**src/rtl/ddr3_rd_arbiter.sv**
```systemverilog
// Round-robin arbiter sharing one DDR3 AXI read port between two requesters.
// An order FIFO records each grant so that in-order read bursts can be steered back.
module ddr3_rd_arbiter #(
  parameter int ADDRS = 27,
  parameter int REQID = 4,
  parameter int WIDTH = 32,
  parameter int DEPTH = 4
) (
  input  logic             mclk,
  input  logic             arst_n,

  input  logic             s0_arvalid_i,
  output logic             s0_arready_o,
  input  logic [ADDRS-1:0] s0_araddr_i,
  input  logic [REQID-1:0] s0_arid_i,
  input  logic [7:0]       s0_arlen_i,
  input  logic [1:0]       s0_arburst_i,
  output logic             s0_rvalid_o,
  input  logic             s0_rready_i,
  output logic             s0_rlast_o,
  output logic [1:0]       s0_rresp_o,
  output logic [REQID-1:0] s0_rid_o,
  output logic [WIDTH-1:0] s0_rdata_o,

  input  logic             s1_arvalid_i,
  output logic             s1_arready_o,
  input  logic [ADDRS-1:0] s1_araddr_i,
  input  logic [REQID-1:0] s1_arid_i,
  input  logic [7:0]       s1_arlen_i,
  input  logic [1:0]       s1_arburst_i,
  output logic             s1_rvalid_o,
  input  logic             s1_rready_i,
  output logic             s1_rlast_o,
  output logic [1:0]       s1_rresp_o,
  output logic [REQID-1:0] s1_rid_o,
  output logic [WIDTH-1:0] s1_rdata_o,

  output logic             m_arvalid_o,
  input  logic             m_arready_i,
  output logic [ADDRS-1:0] m_araddr_o,
  output logic [REQID-1:0] m_arid_o,
  output logic [7:0]       m_arlen_o,
  output logic [1:0]       m_arburst_o,
  input  logic             m_rvalid_i,
  output logic             m_rready_o,
  input  logic             m_rlast_i,
  input  logic [1:0]       m_rresp_i,
  input  logic [REQID-1:0] m_rid_i,
  input  logic [WIDTH-1:0] m_rdata_i,

  output logic [4:0]       pending_o,
  output logic             err_o
);

  localparam int PW = (DEPTH > 1) ? $clog2(DEPTH) : 1;

  // Handshakes: a transfer happens in a cycle where valid && ready are both high;
  // a source holding valid keeps its payload stable until that cycle.

  logic             m_arvalid_q, m_arvalid_d;
  logic [ADDRS-1:0] m_araddr_q, m_araddr_d;
  logic [REQID-1:0] m_arid_q, m_arid_d;
  logic [7:0]       m_arlen_q, m_arlen_d;
  logic [1:0]       m_arburst_q, m_arburst_d;
  logic             rr_q, rr_d;
  logic [DEPTH-1:0] ord_q, ord_d;
  logic [PW-1:0]    wr_ptr_q, wr_ptr_d;
  logic [PW-1:0]    rd_ptr_q, rd_ptr_d;
  logic [4:0]       cnt_q, cnt_d;
  logic             err_q, err_d;

  logic ar_free, accept, win, nonempty, head, pop;

  always_comb begin
    ar_free  = !m_arvalid_q || m_arready_i;
    // Count is compared without lookahead: a pop while full frees a slot next cycle.
    accept   = arst_n && ar_free && (cnt_q < 5'(DEPTH)) && (s0_arvalid_i || s1_arvalid_i);
    win      = s1_arvalid_i && (!s0_arvalid_i || rr_q);
    nonempty = (cnt_q != 5'd0);
    head     = ord_q[rd_ptr_q];
  end

  assign s0_arready_o = accept && !win;
  assign s1_arready_o = accept && win;

  assign m_rready_o  = nonempty && (head ? s1_rready_i : s0_rready_i);
  assign s0_rvalid_o = m_rvalid_i && nonempty && !head;
  assign s1_rvalid_o = m_rvalid_i && nonempty && head;
  assign pop         = m_rvalid_i && m_rready_o && m_rlast_i;

  assign s0_rlast_o = m_rlast_i;
  assign s0_rresp_o = m_rresp_i;
  assign s0_rid_o   = m_rid_i;
  assign s0_rdata_o = m_rdata_i;
  assign s1_rlast_o = m_rlast_i;
  assign s1_rresp_o = m_rresp_i;
  assign s1_rid_o   = m_rid_i;
  assign s1_rdata_o = m_rdata_i;

  assign m_arvalid_o = m_arvalid_q;
  assign m_araddr_o  = m_araddr_q;
  assign m_arid_o    = m_arid_q;
  assign m_arlen_o   = m_arlen_q;
  assign m_arburst_o = m_arburst_q;
  assign pending_o   = cnt_q;
  assign err_o       = err_q;

  always_comb begin
    m_arvalid_d = m_arvalid_q;
    m_araddr_d  = m_araddr_q;
    m_arid_d    = m_arid_q;
    m_arlen_d   = m_arlen_q;
    m_arburst_d = m_arburst_q;
    rr_d        = rr_q;
    ord_d       = ord_q;
    wr_ptr_d    = wr_ptr_q;
    rd_ptr_d    = rd_ptr_q;
    cnt_d       = cnt_q;
    err_d       = err_q || (m_rvalid_i && !nonempty);

    if (accept) begin
      m_arvalid_d     = 1'b1;
      m_araddr_d      = win ? s1_araddr_i  : s0_araddr_i;
      m_arid_d        = win ? s1_arid_i    : s0_arid_i;
      m_arlen_d       = win ? s1_arlen_i   : s0_arlen_i;
      m_arburst_d     = win ? s1_arburst_i : s0_arburst_i;
      rr_d            = !win;
      ord_d[wr_ptr_q] = win;
      wr_ptr_d        = wr_ptr_q + 1'b1;
    end else if (m_arready_i) begin
      m_arvalid_d = 1'b0;
    end

    if (pop) begin
      rd_ptr_d = rd_ptr_q + 1'b1;
    end

    if (accept && !pop) begin
      cnt_d = cnt_q + 5'd1;
    end else if (pop && !accept) begin
      cnt_d = cnt_q - 5'd1;
    end
  end

  always_ff @(posedge mclk or negedge arst_n) begin
    if (!arst_n) begin
      m_arvalid_q <= 1'b0;
      m_araddr_q  <= '0;
      m_arid_q    <= '0;
      m_arlen_q   <= '0;
      m_arburst_q <= '0;
      rr_q        <= 1'b0;
      ord_q       <= '0;
      wr_ptr_q    <= '0;
      rd_ptr_q    <= '0;
      cnt_q       <= '0;
      err_q       <= 1'b0;
    end else begin
      m_arvalid_q <= m_arvalid_d;
      m_araddr_q  <= m_araddr_d;
      m_arid_q    <= m_arid_d;
      m_arlen_q   <= m_arlen_d;
      m_arburst_q <= m_arburst_d;
      rr_q        <= rr_d;
      ord_q       <= ord_d;
      wr_ptr_q    <= wr_ptr_d;
      rd_ptr_q    <= rd_ptr_d;
      cnt_q       <= cnt_d;
      err_q       <= err_d;
    end
  end

endmodule

```
**config.mk**
```make
export PLATFORM = sky130hd
export DESIGN_NAME = ddr3_rd_arbiter
export DESIGN_NICKNAME = d
export VERILOG_FILES = /design/src/rtl/ddr3_rd_arbiter.sv
export SDC_FILE = /design/constraint.sdc
export NUM_CORES = 1
export LEC_CHECK = 0
export ABC_AREA = 1
export CAP_MARGIN = 20
export CELL_PAD_IN_SITES_DETAIL_PLACEMENT = 0
export CELL_PAD_IN_SITES_GLOBAL_PLACEMENT = 2
export CORE_MARGIN = 2
export CORE_UTILIZATION = 15
export CTS_CLUSTER_SIZE = 25
export DETAILED_ROUTE_END_ITERATION = 6
export PLACE_DENSITY = 0.76
export SLEW_MARGIN = 40
export SYNTH_ARGS = -nofsm -noshare
export SYNTH_HDL_FRONTEND = slang
export SYNTH_SLANG_ARGS = --single-unit
```
**constraint.sdc**
```tcl
create_clock -name mclk -period 2.4 [get_ports mclk]
set_input_delay 0.24 -clock mclk [delete_from_list [all_inputs] [get_ports mclk]]
set_output_delay 0.24 -clock mclk [all_outputs]
set_load 0.03 [all_outputs]
```
==> results.json, run 1 <==
{
  "first_global_vias": 2923,
  "ys_async_sr_fraction_pct": 100,
  "place_area_um2": 4710,
  "fin_tns_setup_ps": 0,
  "cts_tree": "built",
  "boundaryPins": 260,
  "antenna_left": 0,
  "peakVddDrop_v": 0.000360,
  "crit_type": "reg2reg",
  "hold_class": "in2async",
  "dieArea_um2": 24000,
  "cp.required_ps": 2610,
  "grt_usage_pct": 8.48,
  "synth.area.top_cells": "dfrtp_1, buf_4, nand2_1",
  "worst_pin_slew_ps": 705,
  "final_area_um2": 5050,
  "synth_edf_count": 0,
  "max_slew_margin_pct": 53.0,
  "globalRoute.totalOverflow": 0,
  "period_minus_slack_ps": 2220,
  "syn_to_final_growth_pct": 47.9,
  "synthDistinctLibCells": 29,
  "endpoint_kind": "register",
  "core-area_um2": 22500,
  "initial_core_util_pct": 15.2,
  "netlist_area_um2": 3410,
  "cp_data_arrival_time_ps": 2440,
  "worst_setup_path_start_kind": "register",
  "finalWirelength_um": 9900,
  "antenna_cells": 0,
  "skew_ps": 10.8,
  "rows": 55,
  "numPortBuffers": 145,
  "finalCritPeriodShare_pct": 92.7,
  "cts_sinks": 57,
  "cap_violations": 0,
  "yosysSeqAreaShare_pct": 41.8,
  "grt_first_pass_wirelength_um": 15200,
  "yosys_warnings": 0,
  "finalHoldViolCount": 0,
  "cts-buffers-inserted": 9,
  "fmax_mhz": 450,
  "synth_area_per_cell_um2": 8.22,
  "die_w_um": 155,
  "cts-root-buf": "clkbuf_16",
  "clkLatencyLatePin_ps": 340,
  "drc": 0,
  "antenna_found_initial": 0,
  "drt-wirelength-per-cell_um": 12.4,
  "drive_gt1_share_pct": 12.0,
  "drt_iter0_markers": 119,
  "avgViaCountPerCell": 3.52,
  "path_clk_slew_ps": 50,
  "syn-instance-count": 415,
  "setup_viol": 0,
  "synth-seq-cells": 57,
  "synth_common_cells": "nand2_1, buf_4, dfrtp_1",
  "drt_pass1_iterations": 4,
  "syn-num-nets": 553,
  "rsz0062_at_grt": "yes",
  "leakage_nw": 2.27,
  "synth_top_area_share_pct": 41.8,
  "synth_flop_cell": "dfrtp_1",
  "drv_slew": 0,
  "path_max_fanout": 5,
  "hpwlAfterDp_um": 6960,
  "fin_nets": 648,
  "cts_buffer_depth": 2,
  "gp_congestion": 0.753,
  "vias": 2813,
  "synth_most_common_cell": "nand2_1",
  "htreeDepth": 3,
  "die_height_um": 155,
  "yosysTopAreaCell": "dfrtp_1",
  "grt_max_degree": 58,
  "outcome": "finished, final reports clean",
  "power.density_nw_per_um2": 1180
}
[layout make-up]
type / instances / area, um2
clock buffer: 13 / 260
clock inverter: 3 / 15.0
fill: 2473 / 17500
inverter: 17 / 63.8
multi-input combinational: 250 / 1230
sequential: 57 / 1430
tap: 285 / 357
timing repair buffer: 175 / 1690
[per-layer routing]
| layer | wire (um) | global-route usage (%) |
|---|---|---|
| met1 | 4340 | 9.79 |
| met4 | 209 | 3.79 |
| met3 | 869 | 3.98 |
| met2 | 4480 | 13.4 |
| met5 | 0 | 0 |
[registers in the layout, summed over array words and instances (netlist names)]
| register | cells |
|---|---|
| m_araddr_o | 27 |
| m_arlen_o | 8 |
| pending_o | 5 |
| m_arid_o | 4 |
| ord_q | 4 |
| m_arburst_o | 2 |
| rd_ptr_q | 2 |
| wr_ptr_q | 2 |
| err_o | 1 |
| m_arvalid_o | 1 |
| rr_q | 1 |
[path summary, 6_finish.rpt]
| path | slack (ps) | to | cells after the start | from |
|---|---|---|---|---|
| worst max-delay path | 180 | pending_o[4] | 16 | rd_ptr_q[0] |
| worst min-delay path | 30 | m_arburst_o[0] | 2 | arst_n |
| worst max register to register | 180 | pending_o[4] | 16 | rd_ptr_q[0] |
| worst min register to register | 470 | err_o | 1 | err_o |
| max in group asynchronous | 1970 | m_araddr_o[12] | 2 | arst_n |
| min in group mclk | 450 | m_araddr_o[25] | 3 | s0_araddr_i[25] |
[through the flow]
step           instances  hold WS [ps]  setup slack, ps  util [%]  total power [mW]
4_1_cts              796          47.9             58.9      22.2              6.00
5_1_grt              800          78.1            -28.6      22.4              6.37
3_5_place_dp         779           418             37.5      20.9              4.73
6_report             800          28.5              176      22.4              5.94
2_1_floorplan        415         -55.6             20.4         -              3.61
3_3_place_gp         779           458             45.3      20.9              4.74
[logic make-up (layout without fill, tap and decap cells)]
logic type	after synthesis	after routing	share of synthesized area (%)
xor+xnor	4	4	1.03
flops	57	57	41.8
compound gates	17	17	3.04
buf+inv	108	208	22.9
fa+ha+maj	9	9	3.52
simple gates	220	220	27.7
[cells in the final DEF (no fill, tap or decap)]
cell type	instances
nor2_8	2
o22ai_1	1
o21ai_0	7
inv_2	2
buf_2	1
xor2_1	3
nand3_1	46
dfrtp_1	57
o21bai_1	1
buf_4	29
clkbuf_8	2
xnor2_1	1
ha_1	7
nand3b_1	1
a21oi_1	2
nand2_2	2
nand2_4	1
clkinv_2	3
clkdlybuf4s50_1	141
nor2_4	1
o21a_1	1
clkbuf_1	2
a21oi_2	1
nand2_1	154
o31ai_1	1
inv_1	15
buf_6	1
ha_2	1
and2_1	1
nand3_2	4
nor2_1	7
a21o_1	1
clkbuf_16	9
buf_12	2
a21boi_0	1
dlygate4sd2_1	1
nor2_2	1
fa_1	1
a31oi_1	1
[where the power goes]
part	total (mW)	internal [mW]	switching, mW
sequential	1.65	1.39	0.261
combinational	3.07	1.34	1.73
clock	1.21	0.750	0.462
[timing repair]
action,in CTS,in global routing
setup endpoints to repair,2,4
pin swaps,1,1
hold buffers,0,0
resized for setup,1,7
endpoints found under the hold margin,0,0
buffers inserted,1,4
[critical path, cell delays in order (launching register included)]
cell and delay (ps):
dfrtp_1 420, inv_2 60, nand2_1 70, nand3_2 110
nand2_2 90, nand2_1 60, nand3_2 90, ha_2 180
inv_1 70, fa_1 380, nand2_1 100, nand2_1 60
nand2_1 50, nand2_1 50, and2_1 130, o21ai_0 130
nand2_1 60
Note: power is estimated with default switching activity, not from simulation.
==> run 2, diff against run 1 <==
--- a/config.mk
+++ b/config.mk
@@ -14,6 +14,7 @@
 export CTS_CLUSTER_SIZE = 25
 export DETAILED_ROUTE_END_ITERATION = 6
 export PLACE_DENSITY = 0.76
+export RECOVER_POWER = 100
 export SLEW_MARGIN = 40
 export SYNTH_ARGS = -nofsm -noshare
 export SYNTH_HDL_FRONTEND = slang
==> run 2 against run 1 <==
Compared with the run above: the run now ends with max-capacitance violations, max-slew violations left; highest routed layer unchanged; first-iteration DRC count shrank 0.84%; sequential share of layout area is essentially flat; utilization is essentially flat; fmax is the same; sequential power is essentially flat; via count is essentially flat; non-clock buffer count is the same; sequential cell count is the same; critical path type unchanged.
==> results.json, run 2 (synthesized netlist as in run 1, its figures left out) <==
{
  "outcome": "complete, but fails checks",
  "violations": "max-capacitance violations, max-slew violations",
  "worst_setup_path_start_kind": "register",
  "use_met1_pct": 9.79,
  "finalWirelength_um": 9890,
  "cp_data_arrival_time_ps": 2440,
  "drc": 0,
  "grt_use_met3_pct": 3.98,
  "htreeDepth": 3,
  "finalHoldViolCount": 0,
  "reg2reg_slack_ps": 180,
  "cp.required_ps": 2610,
  "drt_iter0_markers": 118,
  "drt_pass1_iterations": 4,
  "syn_to_final_growth_pct": 47.7,
  "grt_first_pass_wirelength_um": 15200,
  "skew_ps": 10.9,
  "hold_class": "in2reg",
  "peakVddDrop_v": 0.000360,
  "grt_max_degree": 58,
  "drive_gt1_share_pct": 11.8,
  "numPortBuffers": 145,
  "reg2reg_depth": 16,
  "rows": 55,
  "finalNonFillerCells": 800,
  "met2_usage_pct": 13.4,
  "antenna_left": 0,
  "cts_sinks": 57,
  "max_slew_margin_pct": -4.07,
  "path_clk_slew_ps": 60,
  "initial_core_util_pct": 15.2,
  "die_w_um": 155,
  "avgViaCountPerCell": 3.51,
  "crit-reg2reg-capture": "pending_o[4]",
  "endpoint_kind": "register",
  "cap_violations": 1,
  "fin_tns_setup_ps": 0,
  "grt-busiest-layer": "met2",
  "clkLatencyLatePin_ps": 340,
  "postCtsHoldBufs": 0,
  "antenna_found_initial": 0,
  "rsz0062_at_grt": "yes",
  "cts_tree": "built",
  "setup_viol": 0,
  "cts_buffer_depth": 2,
  "dieArea_um2": 24000,
  "drt-wirelength-per-cell_um": 12.4,
  "grt_usage_pct": 8.48,
  "crit_type": "reg2reg",
  "largest_reg_flops": 27,
  "endpoint": "pending_o[4]",
  "final_area_um2": 5040,
  "finalCritPeriodShare_pct": 92.7,
  "core-area_um2": 22500,
  "hpwlAfterDp_um": 6960,
  "startpoint": "rd_ptr_q[0]",
  "r2r-start": "rd_ptr_q[0]",
  "place_inst": 779,
  "leakage_nw": 2.26,
  "fmax_mhz": 450,
  "globalRoute.totalOverflow": 0,
  "cts-root-buf": "clkbuf_16",
  "place_area_um2": 4710,
  "gp_congestion": 0.753,
  "fin_nets": 648,
  "die_height_um": 155,
  "boundaryPins": 260,
  "cts-buffers-inserted": 9,
  "drv_slew": 58,
  "period_minus_slack_ps": 2220,
  "power.density_nw_per_um2": 1180,
  "final_common_cell": "nand2_1",
  "vias": 2811,
  "mostFrequentLayoutCells": "nand2_1, clkdlybuf4s50_1, dfrtp_1",
  "hold_depth": 3,
  "post-route-util_pct": 22.4,
  "antenna_cells": 0,
  "worst_pin_slew_ps": 1560,
  "path_max_fanout": 5,
  "first_global_vias": 2923
}
run 2: cell count changes in the layout (fill, tap and decap cells not counted), sizes merged:
| cell | before | now |
|---|---|---|
| clkbuf | 13 | 15 |
| buf | 33 | 31 |
run 2: repair_timing:
action | in CTS | in global routing
gates resized for setup | 1 | 7
setup buffers | 1 | 4
pin swaps | 1 | 1
setup endpoints to repair | 2 | 4
run 2: where the power goes:
group	internal (mW)	total, mW	switching (mW)
Combinational	1.34	3.07	1.73
Sequential	1.39	1.65	0.261
Clock	0.750	1.21	0.463
Total	3.48	5.94	2.45
run 2: how the worst min path moves through the flow:
stage	startpoint	to	slack (ps)
global placement	err_o	err_o	460
CTS	arst_n	m_araddr_o[17]	50
detailed placement	arst_n	m_arburst_o[0]	420
global route	s1_araddr_i[24]	m_araddr_o[24]	450
floorplan	arst_n	err_o	-60
finish	s0_araddr_i[25]	m_araddr_o[25]	450
run 2: worst max-delay path, stage by stage (launching register included):
cell	delay, ps
dfrtp_1	420
inv_2	60
nand2_1	70
nand3_2	110
nand2_2	90
nand2_1	60
nand3_2	90
ha_2	180
inv_1	70
fa_1	380
nand2_1	100
nand2_1	60
nand2_1	50
nand2_1	50
and2_1	130
o21ai_0	130
nand2_1	60
run 2: layout make-up:
type | count | area (um2)
tap | 285 | 357
clock buffer | 13 | 260
clock inverter | 3 | 15.0
sequential | 57 | 1430
fill | 2476 | 17500
timing repair buffer | 175 | 1690
multi-input combinational | 250 | 1230
inverter | 17 | 63.8
run 2: metal layers:
layer	up-vias	part of all wire, %
met5	-	0
met4	0	2.1
met3	19	8.8
met2	111	45
met1	1260	44
li1	1421	-
run 2: through the flow:
step                      setup slack, ps  total power, mW  hold WS [ps]
final                                 176             5.94           450
after detailed placement             37.5             4.73           418
after global routing                -28.6             6.37           454
after floorplan                      20.4             3.61         -55.6
after global placement               45.3             4.74           458
after CTS                            58.9             6.00          47.9
==> run 3, diff against run 2 <==
--- a/config.mk
+++ b/config.mk
@@ -10,10 +10,11 @@
 export CELL_PAD_IN_SITES_DETAIL_PLACEMENT = 0
 export CELL_PAD_IN_SITES_GLOBAL_PLACEMENT = 2
 export CORE_MARGIN = 2
-export CORE_UTILIZATION = 15
+export CORE_UTILIZATION = 16
+export CTS_BUF_LIST = sky130_fd_sc_hd__clkbuf_8
 export CTS_CLUSTER_SIZE = 25
 export DETAILED_ROUTE_END_ITERATION = 6
-export PLACE_DENSITY = 0.76
+export PLACE_DENSITY = 0.81
 export RECOVER_POWER = 100
 export SLEW_MARGIN = 40
 export SYNTH_ARGS = -nofsm -noshare
==> run 3 against run 2 <==
Compared with the run above: the run still ends with max-capacitance violations, max-slew violations left; cell area shrank 3.4%; via count rose by 0.60%; critical endpoint is now s1_rvalid_o; highest routed layer unchanged; non-clock buffer count decreased by 2; largest power group unchanged; setup slack worse by 41 ps; first-iteration DRC count shrank 31%.
==> results.json, run 3 (synthesized netlist as in run 1, its figures left out) <==
{
  "fillers": 2358,
  "largest_reg_flops": 27,
  "worst_setup_path_start_kind": "register",
  "violations": "max-capacitance violations, max-slew violations",
  "initial_core_util_pct": 16.3,
  "register_area_um2": 1430,
  "avgViaCountPerCell": 3.60,
  "holdWs_ps": 436,
  "slowest_stage": "clkdlybuf4s50_1",
  "swShare_pct": 43.2,
  "gp_congestion": 0.763,
  "globalRoute.totalOverflow": 0,
  "period_minus_slack_ps": 2270,
  "hold_depth": 3,
  "grt-busiest-layer": "met2",
  "setup_viol": 0,
  "dieArea_um2": 22500,
  "outcome": "complete, but fails checks",
  "r2r-start": "rd_ptr_q[0]",
  "grt_usage_pct": 8.99,
  "drt_iter0_markers": 82,
  "p_sw_mw": 2.36,
  "fin_tns_setup_ps": 0,
  "cpMostUsedCell": "nand2_1",
  "hold_path_startpoint": "s0_araddr_i[3]",
  "crit-reg2reg-capture": "pending_o[4]",
  "cts_buffer_depth": 2,
  "cp.required_ps": 2160,
  "max_stage_delay_ps": 670,
  "power.density_nw_per_um2": 1120,
  "worst_pin_slew_ps": 1620,
  "htreeDepth": 3,
  "crit_type": "reg2out",
  "fmax_mhz": 441,
  "mostFrequentLayoutCells": "nand2_1, clkdlybuf4s50_1, dfrtp_1",
  "power.total_mw": 5.47,
  "antenna_cells": 0,
  "met2_usage_pct": 13.9,
  "cap_violations": 1,
  "vias": 2828,
  "path_max_fanout": 5,
  "place_area_um2": 4710,
  "whs_endpoint": "m_araddr_o[3]",
  "worstPathCellList": "inv_1 > nand2_1 > nand3_1 > nand2_1 > buf_4 > nor2_1 > clkdlybuf4s50_1",
  "first_global_vias": 2889,
  "multi_input_area_um2": 1220,
  "cts-root-buf": "clkbuf_8",
  "p_seq_share_pct": 29.9,
  "max_slew_margin_pct": -8.10,
  "peakVddDrop_v": 0.000506,
  "finalCritPeriodShare_pct": 94.4,
  "antenna_found_initial": 0,
  "grt_use_met3_pct": 4.97,
  "antenna_left": 0,
  "intPower_mw": 3.11,
  "grt_max_degree": 58,
  "cp_data_arrival_time_ps": 2030,
  "cts-buffers-inserted": 9,
  "cts_sinks": 57,
  "pwr-share-comb_pct": 55.9,
  "clkLatencyLatePin_ps": 350,
  "postCtsHoldBufs": 0,
  "drt_pass1_iterations": 6,
  "fin_ws_ps": 135,
  "final_common_cell": "nand2_1",
  "path_clk_slew_ps": 70,
  "place_ws_ps": 12.2,
  "core-area_um2": 21000,
  "drive_gt1_share_pct": 10.0,
  "drv_slew": 58,
  "grt_first_pass_wirelength_um": 15100,
  "post-route-util_pct": 23.2,
  "clkPwrFrac_pct": 14.2,
  "syn_to_final_growth_pct": 42.7,
  "cts_tree": "built",
  "use_met1_pct": 10.4,
  "skew_ps": 10.9,
  "leakage_nw": 2.19,
  "numPortBuffers": 145,
  "drt-wirelength-per-cell_um": 12.4,
  "finalHoldViolCount": 0,
  "rows": 53,
  "reg2reg_depth": 16,
  "die_w_um": 150,
  "final_area_um2": 4870,
  "fin_nets": 646,
  "hpwlAfterDp_um": 6890,
  "hold_class": "in2reg",
  "finalWirelength_um": 9770,
  "finalNonFillerCells": 785,
  "boundaryPins": 260,
  "place_inst": 770,
  "endpoint_kind": "output port",
  "drc": 0,
  "reg2reg_slack_ps": 140,
  "die_height_um": 150
}
## run 3: what timing repair did
item	4_1_cts	5_1_grt
pin swaps	1	1
cloned	0	0
resized for setup	1	3
endpoints found under the setup margin	2	3
setup buffers	1	1
## run 3: layer usage
layer  part of all wire, %  vias to the layer above
met5                     0                        -
met4                   1.4                        0
met3                    10                       14
met2                    45                      127
met1                    43                     1281
li1                      -                     1406
## run 3: layout make-up
| type | count | area share [%] |
|---|---|---|
| sequential | 57 | 29.3 |
| inverter | 17 | 1.31 |
| multi-input combinational | 250 | 25.0 |
| timing repair buffer | 173 | 34.2 |
| clock inverter | 3 | 0.257 |
| tap | 275 | 7.06 |
| clock buffer | 10 | 2.83 |
## run 3: power by group through the flow
stage / clock network, mW / registers, mW / logic [mW]
finish: 0.777 / 1.63 / 3.06
global route: 0.857 / 1.69 / 3.34
CTS: 0.830 / 1.64 / 3.10
detailed placement: 0 / 1.65 / 3.10
global placement: 0 / 1.64 / 3.10
floorplan: 0 / 2.36 / 1.26
## run 3: worst max path at each step
stage | start | endpoint | slack [ps] | cells past startpoint
2_1_floorplan | pending_o[4] | pending_o[4] | 20 | 15
6_report | rd_ptr_q[0] | s1_rvalid_o | 130 | 7
3_3_place_gp | m_arready_i | pending_o[4] | 30 | 15
3_5_place_dp | m_arready_i | pending_o[4] | 10 | 15
5_1_grt | rd_ptr_q[0] | pending_o[4] | -20 | 16
4_1_cts | rd_ptr_q[0] | pending_o[4] | 40 | 16
## run 3: critical path, delay by kind of cell, from the launching register on
kind,cells,cell delay (ps)
buf+inv,3,910
flops,1,420
simple gates,4,340
